[config.mk]
export PLATFORM = sky130hd
export DESIGN_NAME = fifo_write_arbiter_flat
export DESIGN_NICKNAME = d
export VERILOG_FILES = /design/src/rtl/fifo_write_arbiter_pkg.sv /design/src/rtl/fifo_write_arbiter_if.sv /design/src/rtl/fifo_write_arbiter_rr_priority_select.sv /design/src/rtl/fifo_write_arbiter.sv /design/src/flat_wrapper.sv
export SDC_FILE = /design/constraint.sdc
export NUM_CORES = 1
export LEC_CHECK = 0
export BUFFER_PORTS_ARGS = -buffer_cell sky130_fd_sc_hd__clkbuf_2
export CORE_ASPECT_RATIO = 2
export CORE_UTILIZATION = 30
export CTS_CLUSTER_SIZE = 30
export DETAILED_ROUTE_END_ITERATION = 8
export HOLD_SLACK_MARGIN = 0.05
export PLACE_DENSITY = 0.59
export SETUP_SLACK_MARGIN = 0.1
export SLEW_MARGIN = 20
export SYNTH_ARGS = -nofsm -noshare
export SYNTH_HDL_FRONTEND = slang
export SYNTH_HIERARCHICAL = 1
export SYNTH_SLANG_ARGS = --single-unit
[constraint.sdc]
create_clock -name write_clk -period 3.13 [get_ports write_clk]
set_input_delay 0.4695 -clock write_clk [delete_from_list [all_inputs] [get_ports write_clk]]
set_output_delay 0.4695 -clock write_clk [all_outputs]
set_load 0.03 [all_outputs]
[src/rtl/fifo_write_arbiter_pkg.sv]
// fifo_arb_pkg: shared types, default sizing and width helper for the FIFO write arbiter.
package fifo_arb_pkg;
   typedef enum logic {IDLE, BURST} state_e;
   localparam int N_REQ_DEF = 4;
   localparam int W_DEF = 8;
   localparam int MAX_BURST_DEF = 4;
   localparam int CNT_W_DEF = 16;
   // Never returns 0 so single-value ranges still get a usable 1-bit field.
   function automatic int clog2(input int n);
      return (n <= 2) ? 1 : $clog2(n);
   endfunction
endpackage

[src/rtl/fifo_write_arbiter_if.sv]
// fifo_write_arbiter_if: producer handshakes plus FIFO write port and arbiter status.
interface fifo_write_arbiter_if
   import fifo_arb_pkg::*;
#(
   parameter int N_REQ = N_REQ_DEF,
   parameter int W = W_DEF,
   parameter int CNT_W = CNT_W_DEF,
   parameter int GW = clog2(N_REQ)
);
   logic [N_REQ-1:0] req_valid;
   logic [N_REQ*W-1:0] req_data;
   logic [N_REQ-1:0] req_last;
   logic [N_REQ-1:0] req_ready;
   logic fifo_full;
   logic fifo_wr_en;
   logic [W-1:0] fifo_wr_data;
   logic [GW-1:0] grant_id;
   logic busy;
   logic [CNT_W-1:0] words_written;
   modport master (
      output req_valid, req_data, req_last, fifo_full,
      input req_ready, fifo_wr_en, fifo_wr_data, grant_id, busy, words_written
   );
   modport slave (
      input req_valid, req_data, req_last, fifo_full,
      output req_ready, fifo_wr_en, fifo_wr_data, grant_id, busy, words_written
   );
endinterface

[src/rtl/fifo_write_arbiter_rr_priority_select.sv]
// rr_priority_select: picks the first set request searching upward from last_grant+1, wrapping.
module rr_priority_select
   import fifo_arb_pkg::*;
#(
   parameter int N = N_REQ_DEF,
   parameter int GW = clog2(N)
) (
   input  logic [N-1:0]  req,
   input  logic [GW-1:0] last_grant,
   output logic [GW-1:0] grant,
   output logic          any_req
);
   logic [GW-1:0] idx;
   // Scan farthest-first so the nearest requester after last_grant overwrites and wins.
   always_comb begin
      grant = '0;
      idx = '0;
      for (int i = N; i >= 1; i--) begin
         idx = GW'((int'(last_grant) + i) % N);
         if (req[idx]) grant = idx;
      end
   end
   assign any_req = |req;
endmodule

[src/rtl/fifo_write_arbiter.sv]
// fifo_write_arbiter: round-robin, burst-granted sharing of the single FIFO write port.
module fifo_write_arbiter
   import fifo_arb_pkg::*;
#(
   parameter int N_REQ = N_REQ_DEF,
   parameter int W = W_DEF,
   parameter int MAX_BURST = MAX_BURST_DEF,
   parameter int CNT_W = CNT_W_DEF
) (
   input logic write_clk,
   input logic reset,
   fifo_write_arbiter_if.slave bus
);
   localparam int GW = clog2(N_REQ);
   localparam int BW = clog2(MAX_BURST);
   state_e state_q, state_d;
   logic [GW-1:0] grant_id_q, grant_id_d, last_grant_q, last_grant_d, sel;
   logic [BW-1:0] burst_cnt_q, burst_cnt_d;
   logic [CNT_W-1:0] words_written_q, words_written_d;
   logic any_req, in_burst, owner_valid, owner_last, xfer, done;

   rr_priority_select #(.N(N_REQ), .GW(GW)) u_sel (
      .req       (bus.req_valid),
      .last_grant(last_grant_q),
      .grant     (sel),
      .any_req   (any_req)
   );

   always_comb begin
      in_burst = state_q == BURST;
      owner_valid = bus.req_valid[grant_id_q];
      owner_last = bus.req_last[grant_id_q];
      xfer = in_burst & owner_valid & ~bus.fifo_full;
      done = ~owner_valid | (xfer & (owner_last | burst_cnt_q == BW'(MAX_BURST - 1)));
      state_d = state_q;
      grant_id_d = grant_id_q;
      last_grant_d = last_grant_q;
      burst_cnt_d = burst_cnt_q;
      words_written_d = words_written_q + CNT_W'(xfer);
      if (!in_burst) begin
         if (any_req) begin
            state_d = BURST;
            grant_id_d = sel;
            burst_cnt_d = '0;
         end
      end else begin
         burst_cnt_d = burst_cnt_q + BW'(xfer);
         if (done) begin
            state_d = IDLE;
            last_grant_d = grant_id_q;
         end
      end
   end

   always_ff @(posedge write_clk or posedge reset) begin
      if (reset) begin
         state_q <= IDLE;
         grant_id_q <= '0;
         last_grant_q <= GW'(N_REQ - 1);
         burst_cnt_q <= '0;
         words_written_q <= '0;
      end else begin
         state_q <= state_d;
         grant_id_q <= grant_id_d;
         last_grant_q <= last_grant_d;
         burst_cnt_q <= burst_cnt_d;
         words_written_q <= words_written_d;
      end
   end

   // Only the owner's inputs reach the outputs; other requesters feed next-state logic alone.
   assign bus.req_ready = (in_burst & ~bus.fifo_full) ? N_REQ'(1) << grant_id_q : '0;
   assign bus.fifo_wr_en = xfer;
   assign bus.fifo_wr_data = xfer ? bus.req_data[grant_id_q*W +: W] : '0;
   assign bus.grant_id = grant_id_q;
   assign bus.busy = in_burst;
   assign bus.words_written = words_written_q;
endmodule
[src/flat_wrapper.sv]
// flat-port wrapper written by rule: the top's interface ports become plain ports
module fifo_write_arbiter_flat import fifo_arb_pkg::*;
#(
   parameter int N_REQ = N_REQ_DEF,
   parameter int W = W_DEF,
   parameter int MAX_BURST = MAX_BURST_DEF,
   parameter int CNT_W = CNT_W_DEF
)
  (write_clk, reset, bus_req_valid, bus_req_data, bus_req_last, bus_fifo_full, bus_req_ready, bus_fifo_wr_en, bus_fifo_wr_data, bus_grant_id, bus_busy, bus_words_written);
  fifo_write_arbiter_if #(.N_REQ(N_REQ), .W(W), .CNT_W(CNT_W)) bus_i ();
  input logic write_clk;
  input logic reset;
  input wire logic [$bits(bus_i.req_valid)-1:0] bus_req_valid;
  input wire logic [$bits(bus_i.req_data)-1:0] bus_req_data;
  input wire logic [$bits(bus_i.req_last)-1:0] bus_req_last;
  input wire logic [$bits(bus_i.fifo_full)-1:0] bus_fifo_full;
  output wire logic [$bits(bus_i.req_ready)-1:0] bus_req_ready;
  output wire logic [$bits(bus_i.fifo_wr_en)-1:0] bus_fifo_wr_en;
  output wire logic [$bits(bus_i.fifo_wr_data)-1:0] bus_fifo_wr_data;
  output wire logic [$bits(bus_i.grant_id)-1:0] bus_grant_id;
  output wire logic [$bits(bus_i.busy)-1:0] bus_busy;
  output wire logic [$bits(bus_i.words_written)-1:0] bus_words_written;
  assign bus_i.req_valid = bus_req_valid;
  assign bus_i.req_data = bus_req_data;
  assign bus_i.req_last = bus_req_last;
  assign bus_i.fifo_full = bus_fifo_full;
  assign bus_req_ready = bus_i.req_ready;
  assign bus_fifo_wr_en = bus_i.fifo_wr_en;
  assign bus_fifo_wr_data = bus_i.fifo_wr_data;
  assign bus_grant_id = bus_i.grant_id;
  assign bus_busy = bus_i.busy;
  assign bus_words_written = bus_i.words_written;
  fifo_write_arbiter #(.N_REQ(N_REQ), .W(W), .MAX_BURST(MAX_BURST), .CNT_W(CNT_W)) u_core (.write_clk(write_clk), .reset(reset), .bus(bus_i));
endmodule
==> results summary, run 1 <==
The flow ran to the end, and the final reports show no timing, DRC or antenna violations. The count of unresolved DRC violations after routing came out at 0. In this run the worst hold path is classified as in2async. The maximum VDD drop came out at roughly 0.0005 V. The total routing resource utilization after global routing is 0.139.

The final layout contains routed wiring with a total length of around 3500 um. Following the worst setup path forward leads to its endpoint at bus_fifo_wr_data[0]. The kind of capture point of the worst setup path is an output pin. Dividing the detail-routed wire length by the instance count gives between 10 and 15 um. The post-synthesis sequential area ratio is 0.398. The CTS tree is built. The area of placed instances came out at about 0.0019 mm^2. The most used flip-flop cell after synthesis is sky130_fd_sc_hd__dfrtp_1.

The register bit count reported by yosys came out at 23. In this run the tool buffered the top-level ports with 74 buffer cells. The number of nets produced by synthesis came out at around 170.

The category of the worst setup path launch point is a flop. The cell count after synthesis came out at between 100 and 150. The global-route wire length before repair is ~5500 um.

The count of yosys warnings during synthesis came out at 6. STA puts the critical path data arrival time at 2.03 ns. By startpoint and endpoint, the worst setup path is classified as reg2out. The total power divided by cell area came out at 757 mW/mm^2.

The number of maximum-capacitance violations came out at 0. The clock-pin transition on the worst setup and hold timing paths is about 0.08 ns. The critical register-to-register path endpoint is u_core/bus.words_written[8].

Setup repair after global routing left no endpoint under its margin. For the worst flop-to-flop path, the logic depth is 7. In this run, the number of DRC markers left after iteration 0 of detailed routing was 15.

The synthesized area divided by synthesized cell count is about 12 um^2. The antenna violation net count after detailed routing is 0. The final RePlAce weighted congestion came out at 0.733.

The share of total power consumed by net switching is 0.435. The root buffer cell chosen for the clock tree is sky130_fd_sc_hd__clkbuf_8. The startpoint of the most critical register-to-register path is u_core/bus.grant_id[1]. Timing would allow up to about 400 MHz. The die width came out at 51.2 um.

In the final timing run, aggregate negative setup slack is 0 ns. The HPWL after detailed placement came out at approximately 2800 um. Yosys attributes the largest share of cell area to sky130_fd_sc_hd__dfrtp_1 (36%), sky130_fd_sc_hd__mux4_2 (12%), sky130_fd_sc_hd__xnor2_1 (7.8%), sky130_fd_sc_hd__and3_1 (5.2%), sky130_fd_sc_hd__dfstp_2 (3.6%).

The worst-case clock skew is approximately 0.0034 ns. The share of total power in the clock network came out at 0.126. The endpoint required time on the critical path came out at 2.66 ns. Of the total power, combinational logic draws 0.511.

The iteration count of the initial detailed-routing pass came out at 4. The post-CTS setup buffer count came out at 0. The final max-slew violation count is 0. The leakage power figure came out at roughly 1.0 nW. The buffer levels on the longest clock path is 2. The antenna diode instance count came out at 0.

The floorplan die area came out at 0.00514 mm^2. In the synthesized netlist the async set-or-reset flop fraction comes to 1.00. The starting density of the core came out at 0.313. The aggregate global routing overflow is 0. In this run the number of H-tree levels came out at 1. Synthesis instantiated 37 different standard cells from the library. The area overhead of the layout relative to synthesis came out at 31.3%. The worst setup slack for register-to-register paths is roughly 0.8 ns. The minimum clock period came out at 2.50 ns. The share of cells above drive strength 1 is 0.487. The placeable core region came out at around 0.0046 mm^2. The number of hold-slack violations in the final timing report came out at 0. The dominant cell by count in the synthesized netlist is sky130_fd_sc_hd__dfrtp_1. Yosys mapped a number of flops with a built-in enable equal to 0.

The relative contribution of sequential cells to total power came out at 0.363. The biggest area contributor in the post-synthesis netlist is sky130_fd_sc_hd__dfrtp_1. Tracing the worst setup path back leads to its startpoint at u_core/bus.grant_id[0].

The worst pin sits at a relative slew slack of 0.410. The vertical extent of the die came out at roughly 100 um. Buffers inserted to repair hold after CTS numbered 0.

The floorplan row count came out at 35. The area share of the leading cell type in the synthesized netlist came out at 0.362. At the later pin of the worst-skew pair, clock insertion delay measures around 0.26 ns.

The number of nets in the layout came out at 245. Clock tree synthesis found a total of 23 sinks. Cell internal power was estimated by the tool at 0.000815 W. The number of antenna violations at the first check in global routing came out at 0. The number of buffers created by CTS came out at 3. The number of global-route vias before repair is around 1200. Post-CTS repair changed the size of 0 cells.

The pin count of the biggest net entering global routing came out at 24. After synthesis the cells add up to between 0.001 and 0.0015 mm^2. The slew at the pin closest to its max-slew limit came out at about 0.88 ns. The count of pins on the block boundary came out at 75. The net switching power figure is roughly 0.00063 W. The fraction of the cycle the final worst path needs came out at 0.798. The via density per instance came out at slightly above 5.

Setup violations remaining at the end of the flow were counted as 0. Along the worst path, the maximum fanout reaches 12. By count the netlist is led by sky130_fd_sc_hd__dfrtp_1 (21), sky130_fd_sc_hd__xnor2_1 (13), sky130_fd_sc_hd__and3_1 (12). The number of vias after detailed routing came out at between 1000 and 1500.

After routing the design area is 0.00191 mm^2.
==> critical path, cell delays in order (launching register included) <==
cell                       delay, ns
sky130_fd_sc_hd__dfrtp_1        0.57
sky130_fd_sc_hd__buf_4          0.27
sky130_fd_sc_hd__mux4_1         0.55
sky130_fd_sc_hd__and3_1         0.19
sky130_fd_sc_hd__clkbuf_2       0.18
==> power groups by stage <==
stage / registers (W) / logic [W] / clock network [W]
3_3_place_gp: 0.000533 / 0.000737 / 0
2_1_floorplan: 0.000553 / 0.000533 / 0
5_1_grt: 0.000547 / 0.000785 / 0.000202
3_5_place_dp: 0.000532 / 0.000743 / 0
6_report: 0.000524 / 0.000738 / 0.000182
4_1_cts: 0.000528 / 0.000745 / 0.000193
==> state kept, by name, indices dropped and copies added, names as in the netlist <==
signal and flops:
u_core/burst_cnt_q 2, u_core/bus.busy 1, u_core/bus.grant_id 2, u_core/bus.words_written 16, u_core/last_grant_q 2
==> worst min path at each step <==
stage                                       startpoint                      endpoint  slack [ns]  depth (start not counted)
after floorplan                                  reset         u_core/burst_cnt_q[0]        0.47                          1
after global placement    u_core/bus.words_written[15]  u_core/bus.words_written[15]        0.47                          1
after detailed placement  u_core/bus.words_written[15]  u_core/bus.words_written[15]        0.47                          1
after CTS                                        reset   u_core/bus.words_written[6]        0.40                          2
after global routing                             reset   u_core/bus.words_written[6]        0.45                          2
final                                            reset   u_core/bus.words_written[6]        0.37                          2
==> layer usage <==
metal  part of all wire  up-vias  wire length [um]  global-route usage
met5                  0        -                 0                   0
met4             0.0032        0                11              0.0321
met3              0.067        4               234              0.0121
met2               0.57       77              1990               0.291
met1               0.36      600              1240               0.135
li1                   -      602                 -                   -
==> cells in the final DEF, fill, tap and decap left out, types with 3 or more instances in the layout <==
cell type	netlist	routed
sky130_fd_sc_hd__nand2_1	5	5
sky130_fd_sc_hd__mux4_2	8	8
sky130_fd_sc_hd__clkbuf_2	0	74
sky130_fd_sc_hd__nand4_1	5	5
sky130_fd_sc_hd__xnor2_1	13	13
sky130_fd_sc_hd__mux2i_1	3	3
sky130_fd_sc_hd__nand3_1	6	6
sky130_fd_sc_hd__nor2_1	4	4
sky130_fd_sc_hd__clkbuf_8	0	3
sky130_fd_sc_hd__nand2b_1	3	3
sky130_fd_sc_hd__inv_1	3	3
sky130_fd_sc_hd__dfrtp_1	21	21
sky130_fd_sc_hd__a21oi_1	3	3
sky130_fd_sc_hd__and3_1	12	12
sky130_fd_sc_hd__ha_1	4	4
==> per-stage QoR <==
| step | std cells | worst slack [ns] | util | power [W] | hold slack, ns |
|---|---|---|---|---|---|
| floorplan | 125 | 0.726 | - | 0.00109 | 0.470 |
| global placement | 248 | 0.874 | 0.401 | 0.00127 | 0.469 |
| detailed placement | 248 | 0.810 | 0.401 | 0.00128 | 0.474 |
| CTS | 252 | 0.584 | 0.411 | 0.00147 | 0.402 |
| global route | 252 | 0.511 | 0.411 | 0.00153 | 0.451 |
| finish | 252 | 0.634 | 0.411 | 0.00144 | 0.368 |
==> area by class of cell <==
class | instances | area [um^2]
Timing Repair Buffer | 75 | 378
Multi-Input combinational cell | 91 | 821
Tap cell | 55 | 68.8
Fill cell | 496 | 2740
Sequential cell | 23 | 578
Inverter | 4 | 15.0
Clock buffer | 4 | 45.0
==> cell families (layout without fill, tap and decap cells) <==
logic type | Yosys count | after routing | share of synthesized area
AOI/OAI and AO/OA | 12 | 12 | 0.0655
xor gates and xnor gates | 15 | 15 | 0.0905
adders and majority gates | 4 | 4 | 0.0345
buffers and inverters | 11 | 83 | 0.0362
DFF | 23 | 23 | 0.398
muxes | 16 | 16 | 0.199
and+or+nand+nor | 44 | 44 | 0.176
Power figures use the tool's default switching activity.
==> inputs of run 2 (changes only) <==
PLACE_DENSITY = 0.61   (was 0.59)
clock period = 2.1 ns   (was 3.13 ns; I/O delays follow)
==> results summary, run 2 (synthesis gave the netlist of run 1 again) <==
The die width is 51.2 um (unchanged). The starting density of the core came out at 0.313 (unchanged). The net switching power figure came out at 0.00103 W (+63%). The floorplan die area is 0.00514 mm^2 (unchanged). The final max-slew violation count is 0 (unchanged). The endpoint required time on the critical path is 1.78 ns (-0.88 ns). The antenna diode instance count is 0 (unchanged).

The via density per instance was 5.15 (+1.1%). The number of I/O port buffers came to 74 (unchanged). The aggregate global routing overflow came out at 0 (unchanged).

The number of flip-flops in the largest register came out at 16 (unchanged). The DRC marker count from the first detailed-route iteration came to 17 (+2). The final-layout setup total negative slack is 0 ns (unchanged). The number of buffers created by CTS is 3 (unchanged). The fraction of the cycle the final worst path needs came out at 0.970. The worst slew slack as a fraction of its limit is 0.756 (+0.346). The worst setup path is launched from a flop.

The cell at the root of the clock tree is sky130_fd_sc_hd__clkbuf_8. The relative contribution of sequential cells to total power is 0.303 (-0.060). The placeable core region is 0.00464 mm^2 (unchanged). The iteration count of the initial detailed-routing pass came out at 4 (unchanged). The number of hold-slack violations in the final timing report came out at 0 (unchanged).

TritonCTS built the clock tree. The worst-case clock skew came to 0.00131 ns (-0.00212 ns). The share of total power consumed by net switching came out at 0.419 (-0.0166). The critical path start-end classification is reg2out. Setup repair after global routing could not meet its margin everywhere. The share of cells above drive strength 1 came out at 0.556 (+0.0682). The maximum VDD drop came to 0.000826 V (+66%).

The buffer levels on the longest clock path is 2 (unchanged). The clock-pin transition on the worst setup and hold timing paths is 0.08 ns (about the same). The sum of routed wire length over all layers is 3850 um (+11%). The HPWL after detailed placement is 3110 um (+10%). The combinational share of power came to 0.585 (+0.074). The count of fill cells added during filler insertion is 471 (-5.0%).

The final RePlAce weighted congestion is 0.795 (+8.4%). The share of total power in the clock network is 0.112 (-0.014). The number of global-route vias before repair came out at 1413 (+13%). The number of maximum-capacitance violations came out at 0 (unchanged). The total chip power is 0.00245 W (+70%).

The global-route wire length before repair came out at 6270 um (+14%). The total power divided by cell area is 1180 mW/mm^2 (+55%). The worst setup path is captured at an output pin.

The number of H-tree levels is 1 (unchanged). The most frequent standard cell in the layout excluding fill and tap cells is sky130_fd_sc_hd__clkbuf_2. The insertion delay of the later-clocked pin in the worst-skew pair was 0.26 ns (about the same). The top cell types in the final layout, fill and taps aside, are sky130_fd_sc_hd__clkbuf_2 (65), sky130_fd_sc_hd__dfrtp_1 (19), sky130_fd_sc_hd__xnor2_1 (13), sky130_fd_sc_hd__and3_1 (10). The number of vias after detailed routing was 1349 (+5.1%). The number of setup violations in the final report is 0 (unchanged). The signal on the critical path passes through buf_12 -> mux4_1 -> and3_1 -> clkbuf_4. The number of nets in the layout is 255 (+4.1%). The arrival time at the worst endpoint came out at 1.72 ns (-0.31 ns).

The total routing resource utilization after global routing came out at 0.163 (+0.0236). The floorplan row count was 35 (unchanged). The antenna violation net count after detailed routing came out at 0 (unchanged). The leakage power figure is 1.06 nW (+5.5%). The wire length per cell after detailed routing is 14.7 um (+6.7%).

The slew at the pin closest to its max-slew limit is 0.366 ns (-0.518 ns). The fmax is roughly 490 MHz. The largest fanout of any net on the critical path is 11 (-1). The internal power component is 0.00143 W (+75%). The area overhead of the layout relative to synthesis is 43.7%. The number of antenna violations at the first check in global routing is 0 (unchanged). The clock sink count came out at 23 (unchanged). The count of pins on the block boundary is 75 (unchanged).

The flow ran to the end, and the final reports show no timing, DRC or antenna violations. The vertical extent of the die is 100 um (unchanged). The count of unresolved DRC violations after routing came out at 0 (unchanged). The minimum clock period is slightly above 2 ns. Among all stages on the critical path, the largest delay is contributed by sky130_fd_sc_hd__mux4_1. The critical path's largest stage delay is 0.53 ns (-0.04 ns).

In this run the worst hold path is classified as in2async. The pin count of the biggest net entering global routing came out at 24 (unchanged).
[run 2: cell count changes in the layout (fill, tap and decap cells not counted), moves of 4 or more]
| cell | before | now |
|---|---|---|
| sky130_fd_sc_hd__clkbuf_2 | 74 | 65 |
| sky130_fd_sc_hd__buf_4 | 1 | 8 |
| sky130_fd_sc_hd__buf_6 | 0 | 4 |
| sky130_fd_sc_hd__clkbuf_4 | 0 | 6 |
[run 2: area by class of cell]
cell class	count	area (um^2)	share of cell area
well taps	55	68.8	0.0330
inverters	4	17.5	0.00840
flip-flops and latches	23	581	0.278
repair buffers	85	510	0.245
clock buffers	4	45.0	0.0216
multi-input cells	91	863	0.414
[run 2: final timing paths]
check	start	end	slack, ns	cells after the start
setup / recovery	u_core/bus.grant_id[0]	bus_fifo_wr_data[0]	0.06	4
hold / removal	reset	u_core/bus.words_written[2]	0.06	3
setup reg to reg	u_core/bus.grant_id[0]	u_core/bus.words_written[11]	0.19	8
hold reg to reg	u_core/bus.words_written[15]	u_core/bus.words_written[15]	0.47	1
max in group asynchronous	reset	u_core/last_grant_q[1]	1.76	3
min in group write_clk	u_core/bus.words_written[15]	u_core/bus.words_written[15]	0.47	1
[run 2: timing repair]
item                                    CTS  global route
cloned                                    0             1
gates resized for setup                  13            10
endpoints found under the setup margin    8             9
setup buffers                             1             2
hold buffers                              0             0
[run 2: power by group through the flow]
stage	clock network (W)	logic [W]	registers, W
after floorplan	0	0.000827	0.000837
final	0.000274	0.00143	0.000744
after CTS	0.000289	0.00136	0.000743
after detailed placement	0	0.00128	0.000746
after global placement	0	0.00126	0.000742
after global routing	0.000307	0.00154	0.000769
[run 2: per-layer routing]
metal | global-route usage | vias to the layer above | share of wire
li1 | - | 621 | -
met1 | 0.147 | 650 | 0.32
met2 | 0.337 | 72 | 0.60
met3 | 0.0212 | 6 | 0.066
met4 | 0.0598 | 0 | 0.015
met5 | 0 | - | 0
[run 2: metrics by stage]
| stage | cell area [um^2] | instances | util | setup WS [ns] | hold slack [ns] |
|---|---|---|---|---|---|
| floorplan | 1500 | 125 | - | -0.0125 | 0.315 |
| global placement | 1940 | 254 | 0.419 | 0.277 | 0.356 |
| detailed placement | 1940 | 254 | 0.419 | 0.267 | 0.360 |
| CTS | 2040 | 259 | 0.439 | 0.0401 | 0.0673 |
| global route | 2090 | 262 | 0.449 | 0.0166 | 0.106 |
| finish | 2090 | 262 | 0.449 | 0.0633 | 0.0629 |
[run 2: worst max-delay path: cells and delay by family (launching register included)]
| kind | cells | cell delay (ns) |
|---|---|---|
| and+or+nand+nor | 1 | 0.19 |
| muxes | 1 | 0.53 |
| DFF | 1 | 0.41 |
| buffers and inverters | 2 | 0.32 |
==> inputs of run 3 (changes only) <==
CORE_UTILIZATION = 37   (was 30)
PLACE_DENSITY = 0.72   (was 0.61)
==> results summary, run 3 (synthesis gave the netlist of run 1 again) <==
The worst setup slack for register-to-register paths came out at 0.20 ns (about the same). The count of pins on the block boundary is 75 (unchanged). The HPWL after detailed placement came out at 2900 um (-7.0%). The library cell used most frequently in the layout, excluding fill and tap cells, is sky130_fd_sc_hd__clkbuf_2. The worst-case clock skew is 0.00128 ns (-0.0000337 ns). Setup repair after global routing could not meet its margin everywhere. The maximum VDD drop is 0.000817 V (-1.1%). The largest fanout of any net on the critical path came out at 10 (-1).

STA classifies the critical path startpoint as a flop. The iteration count of the initial detailed-routing pass came out at 6 (+2). The pin count of the biggest net entering global routing came to 18 (-25%). The via density per instance is 5.21 (+1.1%). The fraction of the cycle the final worst path needs is 0.955 (-0.0145). The vertical extent of the die is 90.6 um (-9.8%).

The final max-slew violation count is 0 (unchanged). The number of vias after detailed routing is 1317 (-2.4%). The wire length per cell after detailed routing came out at 14.0 um (-4.9%). The slew at the pin closest to its max-slew limit came out at 0.593 ns (+0.227 ns). The DRC marker count from the first detailed-route iteration is 15 (-2). The worst hold path belongs to the class in2async. The total routing resource utilization after global routing is 0.185 (+0.0220).

The number of nets in the layout came out at 252 (-1.2%). The total power divided by cell area is 1160 mW/mm^2 (-1.2%). The final-layout setup total negative slack is 0 ns (unchanged). The clock-pin transition on the worst setup and hold timing paths came out at 0.08 ns (about the same). The fmax came out at 498 MHz (+1.5%).

The antenna violation net count after detailed routing is 0 (unchanged). The number of flip-flops in the largest register came out at 16 (unchanged). The share of cells above drive strength 1 came out at 0.559 (+0.00327). The insertion delay of the later-clocked pin in the worst-skew pair is 0.26 ns (about the same). The kind of capture point of the worst setup path is an output pin. The global-route wire length before repair is 5750 um (-8.4%). The count of unresolved DRC violations after routing is 0 (unchanged). The number of antenna violations at the first check in global routing is 0 (unchanged). CTS placed an instance of sky130_fd_sc_hd__clkbuf_8 at the clock tree root. The die width came out at 46.3 um (-9.6%). TritonCTS built the clock tree. The number of hold-slack violations in the final timing report is 0 (unchanged). The number of setup violations in the final report came out at 0 (unchanged). The number of global-route vias before repair is 1340 (-5.2%). The placeable core region came out at 0.00368 mm^2 (-21%). The sum of routed wire length over all layers came to 3540 um (-8.1%).

The floorplan die area came out at 0.00419 mm^2 (-18%). The starting density of the core came out at 0.394 (+0.0812). The length in cells of the worst reg-to-reg path came out at 7 (-1).

The minimum clock period came out at 2.01 ns (-0.0305 ns). The endpoint required time on the critical path is 1.78 ns (about the same). The area overhead of the layout relative to synthesis is 41.1%.

The top cell types in the final layout, fill and taps aside, are sky130_fd_sc_hd__clkbuf_2 (69), sky130_fd_sc_hd__dfrtp_1 (19), sky130_fd_sc_hd__xnor2_1 (13), sky130_fd_sc_hd__mux4_2 (9), sky130_fd_sc_hd__and3_1 (9). The number of buffers created by CTS came out at 3 (unchanged). The arrival time at the worst endpoint is 1.69 ns (-0.03 ns). The buffer levels on the longest clock path was 2 (unchanged).

In this run the critical register-to-register path is launched from u_core/bus.grant_id[0]. The critical path is of the reg2out type. The run finished with clean final reports. The number of I/O port buffers came to 74 (unchanged).

The final RePlAce weighted congestion is 0.759 (-4.5%). The clock sink count came out at 23 (unchanged). The worst register-to-register path ends at u_core/bus.words_written[8]. The leakage power figure came out at 1.04 nW (-1.9%).

The antenna diode instance count is 0 (unchanged). The number of H-tree levels is 1 (unchanged). The number of maximum-capacitance violations came to 0 (unchanged).

The post-placement worst setup slack came to 0.231 ns (-0.0367 ns). The worst slew slack as a fraction of its limit is 0.605 (-0.152). The aggregate global routing overflow came out at 0 (unchanged).

The floorplan row count came out at 31 (-11%). The final worst-path setup slack is 0.0937 ns (+0.0305 ns).
==> run 3: where the power goes <==
| part | internal (W) | switching (W) | total [W] |
|---|---|---|---|
| Clock | 0.000135 | 0.000136 | 0.000271 |
| Sequential | 0.000571 | 0.000172 | 0.000743 |
| Combinational | 0.000663 | 0.000702 | 0.00136 |
==> run 3: cell type report <==
class	count	area, um^2
Clock buffer	4	45.0
Timing Repair Buffer	82	479
Sequential cell	23	581
Tap cell	49	61.3
Inverter	4	17.5
Multi-Input combinational cell	91	865
Fill cell	320	1640
==> run 3: worst max path at each step <==
stage          slack, ns                     endpoint              startpoint  depth (start not counted)
2_1_floorplan      -0.01  u_core/bus.words_written[8]  u_core/bus.grant_id[0]                          9
3_3_place_gp        0.23          bus_fifo_wr_data[0]  u_core/bus.grant_id[0]                          4
3_5_place_dp        0.23          bus_fifo_wr_data[0]  u_core/bus.grant_id[0]                          4
4_1_cts             0.09          bus_fifo_wr_data[3]  u_core/bus.grant_id[0]                          4
5_1_grt             0.04               bus_fifo_wr_en  u_core/bus.grant_id[0]                          4
6_report            0.09          bus_fifo_wr_data[2]  u_core/bus.grant_id[0]                          3
==> run 3: per-stage QoR <==
step / hold WS (ns) / area [um^2] / cells / power [W] / util
after floorplan: 0.315 / 1500 / 125 / 0.00166 / -
after global placement: 0.397 / 1920 / 246 / 0.00197 / 0.521
after detailed placement: 0.403 / 1920 / 246 / 0.00199 / 0.521
after CTS: 0.113 / 2030 / 252 / 0.00237 / 0.552
after global routing: 0.150 / 2050 / 253 / 0.00253 / 0.556
final: 0.0851 / 2050 / 253 / 0.00238 / 0.556
==> run 3: worst max-delay path, cell delays in order, from the launching register on <==
cell and delay (ns):
sky130_fd_sc_hd__dfrtp_2 0.42, sky130_fd_sc_hd__mux4_2 0.63, sky130_fd_sc_hd__and3_1 0.19, sky130_fd_sc_hd__clkbuf_2 0.18
==> run 3: per-layer routing <==
metal	vias to the layer above	global-route usage	share of wire
met5	-	0	0
met4	0	0.0392	0.0048
met3	2	0.0240	0.065
met2	75	0.373	0.59
met1	624	0.173	0.34
li1	616	-	-
==> run 3: repair_timing <==
item / CTS / global route
hold buffers: 0 / 0
hold endpoints to repair: 0 / 0
buffers inserted: 2 / 1
endpoints found under the setup margin: 6 / 9
pin swaps: 1 / 0
gates resized for setup: 14 / 4
